[config.mk]
export PLATFORM = sky130hd
export DESIGN_NAME = text_cursor_writer
export DESIGN_NICKNAME = d
export VERILOG_FILES = /design/src/rtl/text_cursor_writer.sv
export SDC_FILE = /design/constraint.sdc
export NUM_CORES = 1
export LEC_CHECK = 0
export ABC_AREA = 0
export CAP_MARGIN = 20
export CORE_MARGIN = 1.5
export CORE_UTILIZATION = 41
export CTS_BUF_LIST = sky130_fd_sc_hd__clkbuf_4 sky130_fd_sc_hd__clkbuf_8
export CTS_CLUSTER_SIZE = 30
export DETAILED_ROUTE_END_ITERATION = 12
export PLACE_DENSITY = 0.68
export SLEW_MARGIN = 10
export SYNTH_ARGS = -nofsm -noshare
export SYNTH_HDL_FRONTEND = slang
export SYNTH_SLANG_ARGS = --single-unit
[constraint.sdc]
create_clock -name clk -period 2.79 [get_ports clk]
set_clock_uncertainty 0.1 [all_clocks]
set_input_delay 0.279 -clock clk [delete_from_list [all_inputs] [get_ports clk]]
set_output_delay 0.279 -clock clk [all_outputs]
set_load 0.05 [all_outputs]
[src/rtl/text_cursor_writer.sv]
// text_cursor_writer
//   Turns a stream of received bytes into single-cycle character RAM writes
//   for the VGA text path. It keeps a text cursor, wraps it at the screen edge,
//   and can blank rows. The cursor position is also exported for the 7-seg
//   debug display.
//
// Optional feature macro: TEXT_CTRL_CHARS_EN
//   Defined   : CR (0x0D), LF (0x0A), BS (0x08) and FF (0x0C) are interpreted;
//               other non-printable bytes are discarded.
//   Undefined : every accepted byte is written raw and advances the cursor.
//               CLEAR_ON_WRAP blanking still applies.
//
// Ports
//   clk       in   system clock
//   reset_n   in   asynchronous active-low reset
//   rx_data   in   received byte, valid while rx_valid is high
//   rx_valid  in   level from the UART; only its rising edge delivers a byte
//   wr_en     out  one-cycle RAM write strobe
//   wr_row    out  write row (meaningful only while wr_en=1)
//   wr_col    out  write column (meaningful only while wr_en=1)
//   wr_data   out  write byte (meaningful only while wr_en=1)
//   cur_row   out  current cursor row
//   cur_col   out  current cursor column
//   busy      out  high while a row or screen clear is writing
//   overflow  out  sticky; set when a byte is dropped
module text_cursor_writer #(
  parameter int unsigned COLS          = 32,
  parameter int unsigned ROWS          = 4,
  parameter int unsigned COL_W         = 5,
  parameter int unsigned ROW_W         = 2,
  parameter int unsigned CLEAR_ON_WRAP = 1,
  parameter logic [7:0]  BLANK_CHAR    = 8'h20
) (
  input  logic             clk,
  input  logic             reset_n,
  input  logic [7:0]       rx_data,
  input  logic             rx_valid,
  output logic             wr_en,
  output logic [ROW_W-1:0] wr_row,
  output logic [COL_W-1:0] wr_col,
  output logic [7:0]       wr_data,
  output logic [ROW_W-1:0] cur_row,
  output logic [COL_W-1:0] cur_col,
  output logic             busy,
  output logic             overflow
);

  // Screen edges; compares use these rather than the power-of-two wrap
  localparam logic [COL_W-1:0] COL_LAST = COL_W'(COLS - 1);
  localparam logic [ROW_W-1:0] ROW_LAST = ROW_W'(ROWS - 1);

  localparam logic [1:0] S_IDLE      = 2'd0;
  localparam logic [1:0] S_WRITE     = 2'd1;
  localparam logic [1:0] S_CLEAR_ROW = 2'd2;
  localparam logic [1:0] S_CLEAR_ALL = 2'd3;

  logic [1:0]       state_q, state_d;
  logic             prev_valid_q;
  logic             hold_full_q, hold_full_d;
  logic [7:0]       hold_data_q, hold_data_d;
  logic             is_bs_q, is_bs_d;

  logic             wr_en_d;
  logic [ROW_W-1:0] wr_row_d;
  logic [COL_W-1:0] wr_col_d;
  logic [7:0]       wr_data_d;
  logic [ROW_W-1:0] cur_row_d;
  logic [COL_W-1:0] cur_col_d;
  logic             busy_d;
  logic             overflow_d;

  logic             accept;
  logic             pop;
  logic [ROW_W-1:0] row_inc;

  // Rising edge of rx_valid delivers exactly one byte
  assign accept = rx_valid & ~prev_valid_q;

  // Row below the cursor, wrapping from the last row back to row 0
  assign row_inc = (cur_row == ROW_LAST) ? '0 : ROW_W'(cur_row + 1'b1);

  // Next-state and next-output logic
  always_comb begin
    state_d     = state_q;
    is_bs_d     = is_bs_q;
    wr_en_d     = 1'b0;
    wr_row_d    = wr_row;
    wr_col_d    = wr_col;
    wr_data_d   = wr_data;
    cur_row_d   = cur_row;
    cur_col_d   = cur_col;
    busy_d      = 1'b0;
    pop         = 1'b0;

    case (state_q)
      S_IDLE: begin
        if (hold_full_q) begin
          pop = 1'b1;
`ifdef TEXT_CTRL_CHARS_EN
          if (hold_data_q >= 8'h20 && hold_data_q <= 8'h7E) begin
            state_d   = S_WRITE;
            is_bs_d   = 1'b0;
            wr_en_d   = 1'b1;
            wr_row_d  = cur_row;
            wr_col_d  = cur_col;
            wr_data_d = hold_data_q;
          end else begin
            case (hold_data_q)
              8'h0D: cur_col_d = '0;
              8'h0A: begin
                cur_row_d = row_inc;
                if (CLEAR_ON_WRAP != 0) begin
                  state_d   = S_CLEAR_ROW;
                  wr_en_d   = 1'b1;
                  busy_d    = 1'b1;
                  wr_row_d  = row_inc;
                  wr_col_d  = '0;
                  wr_data_d = BLANK_CHAR;
                end
              end
              8'h08: begin
                // No back-wrap to the previous row at column 0
                if (cur_col != '0) begin
                  state_d   = S_WRITE;
                  is_bs_d   = 1'b1;
                  wr_en_d   = 1'b1;
                  wr_row_d  = cur_row;
                  wr_col_d  = COL_W'(cur_col - 1'b1);
                  wr_data_d = BLANK_CHAR;
                end
              end
              8'h0C: begin
                state_d   = S_CLEAR_ALL;
                wr_en_d   = 1'b1;
                busy_d    = 1'b1;
                wr_row_d  = '0;
                wr_col_d  = '0;
                wr_data_d = BLANK_CHAR;
              end
              default: ;
            endcase
          end
`else
          state_d   = S_WRITE;
          is_bs_d   = 1'b0;
          wr_en_d   = 1'b1;
          wr_row_d  = cur_row;
          wr_col_d  = cur_col;
          wr_data_d = hold_data_q;
`endif
        end
      end

      // Cursor moves on the edge where the write strobe drops
      S_WRITE: begin
        state_d = S_IDLE;
        if (is_bs_q) begin
          cur_col_d = COL_W'(cur_col - 1'b1);
        end else if (cur_col == COL_LAST) begin
          cur_col_d = '0;
          cur_row_d = row_inc;
          if (CLEAR_ON_WRAP != 0) begin
            state_d   = S_CLEAR_ROW;
            wr_en_d   = 1'b1;
            busy_d    = 1'b1;
            wr_row_d  = row_inc;
            wr_col_d  = '0;
            wr_data_d = BLANK_CHAR;
          end
        end else begin
          cur_col_d = COL_W'(cur_col + 1'b1);
        end
      end

      // The write address registers double as the clear sweep counter
      S_CLEAR_ROW: begin
        if (wr_col == COL_LAST) begin
          state_d = S_IDLE;
        end else begin
          wr_en_d  = 1'b1;
          busy_d   = 1'b1;
          wr_col_d = COL_W'(wr_col + 1'b1);
        end
      end

      S_CLEAR_ALL: begin
        if (wr_col == COL_LAST && wr_row == ROW_LAST) begin
          state_d   = S_IDLE;
          cur_row_d = '0;
          cur_col_d = '0;
        end else begin
          wr_en_d = 1'b1;
          busy_d  = 1'b1;
          if (wr_col == COL_LAST) begin
            wr_col_d = '0;
            wr_row_d = ROW_W'(wr_row + 1'b1);
          end else begin
            wr_col_d = COL_W'(wr_col + 1'b1);
          end
        end
      end

      default: state_d = S_IDLE;
    endcase
  end

  // One-deep holding register; a pop on the same edge frees the slot
  always_comb begin
    hold_full_d = hold_full_q;
    hold_data_d = hold_data_q;
    overflow_d  = overflow;
    if (pop) begin
      hold_full_d = 1'b0;
    end
    if (accept) begin
      if (hold_full_q && !pop) begin
        overflow_d = 1'b1;
      end else begin
        hold_full_d = 1'b1;
        hold_data_d = rx_data;
      end
    end
  end

  // State and output registers
  always_ff @(posedge clk or negedge reset_n) begin
    if (!reset_n) begin
      state_q      <= S_IDLE;
      prev_valid_q <= 1'b0;
      hold_full_q  <= 1'b0;
      hold_data_q  <= '0;
      is_bs_q      <= 1'b0;
      wr_en        <= 1'b0;
      wr_row       <= '0;
      wr_col       <= '0;
      wr_data      <= '0;
      cur_row      <= '0;
      cur_col      <= '0;
      busy         <= 1'b0;
      overflow     <= 1'b0;
    end else begin
      state_q      <= state_d;
      prev_valid_q <= rx_valid;
      hold_full_q  <= hold_full_d;
      hold_data_q  <= hold_data_d;
      is_bs_q      <= is_bs_d;
      wr_en        <= wr_en_d;
      wr_row       <= wr_row_d;
      wr_col       <= wr_col_d;
      wr_data      <= wr_data_d;
      cur_row      <= cur_row_d;
      cur_col      <= cur_col_d;
      busy         <= busy_d;
      overflow     <= overflow_d;
    end
  end

endmodule

==> impl_metrics.tcl <==
set metrics [dict create \
    synthCells 164 \
    p_leak_nw 1.02 \
    critPathRequiredTime_ns 2.86 \
    startpoint_type "register" \
    synth_area_leaders "dfrtp_1 (51%), mux2_2 (6.3%), ha_1 (4.2%)" \
    r2r-end "wr_col[0]$_DFFE_PN0P_" \
    ys_types 38 \
    crit_fanout 7 \
    drtAntennaViolNets 0 \
    place_area_um2 2200 \
    finalWorstSetupSlack_ns 0.494 \
    grt_pass1_wl_um 6730 \
    portBuffers 35 \
    syn_nets 181 \
    dpl_worst_slack_ns 0.504 \
    num_vias 1374 \
    r2r-start "cur_col[0]$_DFFE_PN0P_" \
    routedWlPerCell_um 15.2 \
    min_period_ns 2.30 \
    post-route-util_pct 55.5 \
    arrival_ns 2.36 \
    yosysWarnings 0 \
    netlist.area_leader.share_pct 51.4 \
    synth_seq_area_share_pct 51.4 \
    cts_made_buffers 5 \
    synth.largest_area_cell "dfrtp_1" \
    powerDensity_nw_per_um2 1340 \
    ctsHoldBuffers 0 \
    drive_above_1_share_pct 14.4 \
    timing.final.crit_share_pct 82.3 \
    fp.dieW_um 69.3 \
    viasPerCell 5.45 \
    diodes 0 \
    rsz0062_at_grt "no" \
    initial_utilization_pct 43.8 \
    maxCapViolations 0 \
    clockRootBuffer "clkbuf_8" \
    instances_no_fill 252 \
    synth_most_common_cell "dfrtp_1" \
    grt_max_degree 38 \
    path_clk_slew_ns 0.07 \
    core_um2 4120 \
    grt-ovfl-total 0 \
    clock_latency_ns 0.28 \
    synth-main-ff-cell "dfrtp_1" \
    syn_area_per_cell_um2 11.0 \
    placed_cells 245 \
    cts_setup_buffers 0 \
    synthToLayoutAreaGrowth_pct 27.0 \
    die_h_um 69.3 \
    slew_viol_final 0 \
    row_count 23 \
    cts_tree "built" \
    die_area_um2 4800 \
    synth_common_cells "dfrtp_1 (37), nand2_1 (12), o21ai_0 (12)" \
    critPathCapture "wr_col[0]$_DFFE_PN0P_" \
    cts.htree.levels 2 \
    io_pins 36 \
    tns_ns 0 \
    status "finished clean" \
    power_mw 3.06 \
    worst_setup_path_end_kind "register" \
    drt_iter0_markers 124 \
    cts_sinks 37 \
    fmaxAchievable_ghz 0.435 \
    routabilityCongestion 0.808 \
    grt_pass1_vias 1416 \
    r2r_slack_ns 0.49 \
    reg2reg_depth 7 \
    hold_ws_ns 0.313 \
    relSlewSlack_pct 58.8 \
    synth_edf_count 0 \
    hp-class "in -> async" \
    fin_nets 219 \
    post_cts_resized 0 \
    ys_ff_latch 37 \
    synth_area_um2 1800 \
    dp_hpwl_um 2730 \
    clock_path_buffers 2 \
    hold_viol 0 \
    drc_errors 0 \
    worst_pin_slew_ns 0.614 \
    routed_wirelength_um 3830 \
    final_area_um2 2290 \
    antenna_found_initial 0 \
    ir_worst_vdd_v 0.000679 \
    ys_async_sr_fraction_pct 100 \
    drt_first_pass_iters 4 \
    grt_usage_pct 17.4 \
    setup_viol 0 \
    crit_path_start "cur_col[0]$_DFFE_PN0P_" \
    timing_worst_setup_path_type "reg -> reg" \
]
how the worst min path moves through the flow:
stage                          from                    endpoint  slack (ns)  cells after the start
6_report                    reset_n  hold_data_q[6]$_DFFE_PN0P_        0.31                      2
5_1_grt                     reset_n  hold_data_q[6]$_DFFE_PN0P_        0.37                      2
4_1_cts                     reset_n      prev_valid_q$_DFF_PN0_        0.32                      2
3_5_place_dp   overflow$_DFFE_PN0P_        overflow$_DFFE_PN0P_        0.37                      1
3_3_place_gp   overflow$_DFFE_PN0P_        overflow$_DFFE_PN0P_        0.36                      1
2_1_floorplan               reset_n              busy$_DFF_PN0_       -0.12                      0
final cells by class:
cell class	count	area, um^2
inverter	8	30.0
timing repair buffer	37	365
fill	377	1830
sequential	37	926
tap	50	62.6
multi-input combinational	113	812
clock buffer	7	90.1
critical path: stages, from the launching register on:
cell and delay, ns:
dfrtp_1 0.43, ha_1 0.25, and3_1 0.19, ha_1 0.25
nor2b_1 0.19, o21ai_2 0.33, nand2_4 0.13, mux2_4 0.31
registers in the layout, summed over array words and instances, names as in the netlist:
name and count:
hold_data_q 8, hold_full_q 1, prev_valid_q 1, wr_data 8, wr_en 1, wr_row 2, cur_col 5, cur_row 2
overflow 1, state_q 2, wr_col 5, busy 1
cell usage in the layout (no fill, tap or decap), drive strengths merged:
cell,n
a21boi,1
a21o,1
a21oi,12
a22o,5
a22oi,2
a2bb2oi,1
a32o,2
and2b,1
and3,2
buf,2
clkbuf,7
clkdlybuf4s50,35
dfrtp,37
ha,6
inv,8
mux2,14
mux2i,1
nand2,13
nand2b,4
nand3,5
nor2,4
nor2b,9
nor3,3
nor3b,1
o21ai,19
o21bai,2
o22a,1
o2bb2ai,2
o31ai,2
cells by family (layout without fill, tap and decap cells):
group                      after synthesis  after routing  synth area share (%)
AOI/OAI and AO/OA                       50             50                  18.1
adders and majority gates                6              6                  4.17
buffers and inverters                   14             52                  3.47
DFF                                     37             37                  51.4
muxes                                   15             15                  9.94
and+or+nand+nor                         42             42                  12.9
layer usage:
metal	global-route usage, %	share of wire, %
met1	23.1	46
met4	6.32	1.6
met2	26.9	47
met3	5.09	5.5
met5	0	0
where the power goes:
group / switching (mW) / leakage, nW / internal (mW) / total (mW)
clock: 0.174 / 0.0477 / 0.206 / 0.380
combinational: 0.994 / 0.554 / 0.671 / 1.67
sequential: 0.243 / 0.418 / 0.775 / 1.02
total: 1.41 / 1.02 / 1.65 / 3.06
No activity file was read; power rests on OpenSTA's default activity.
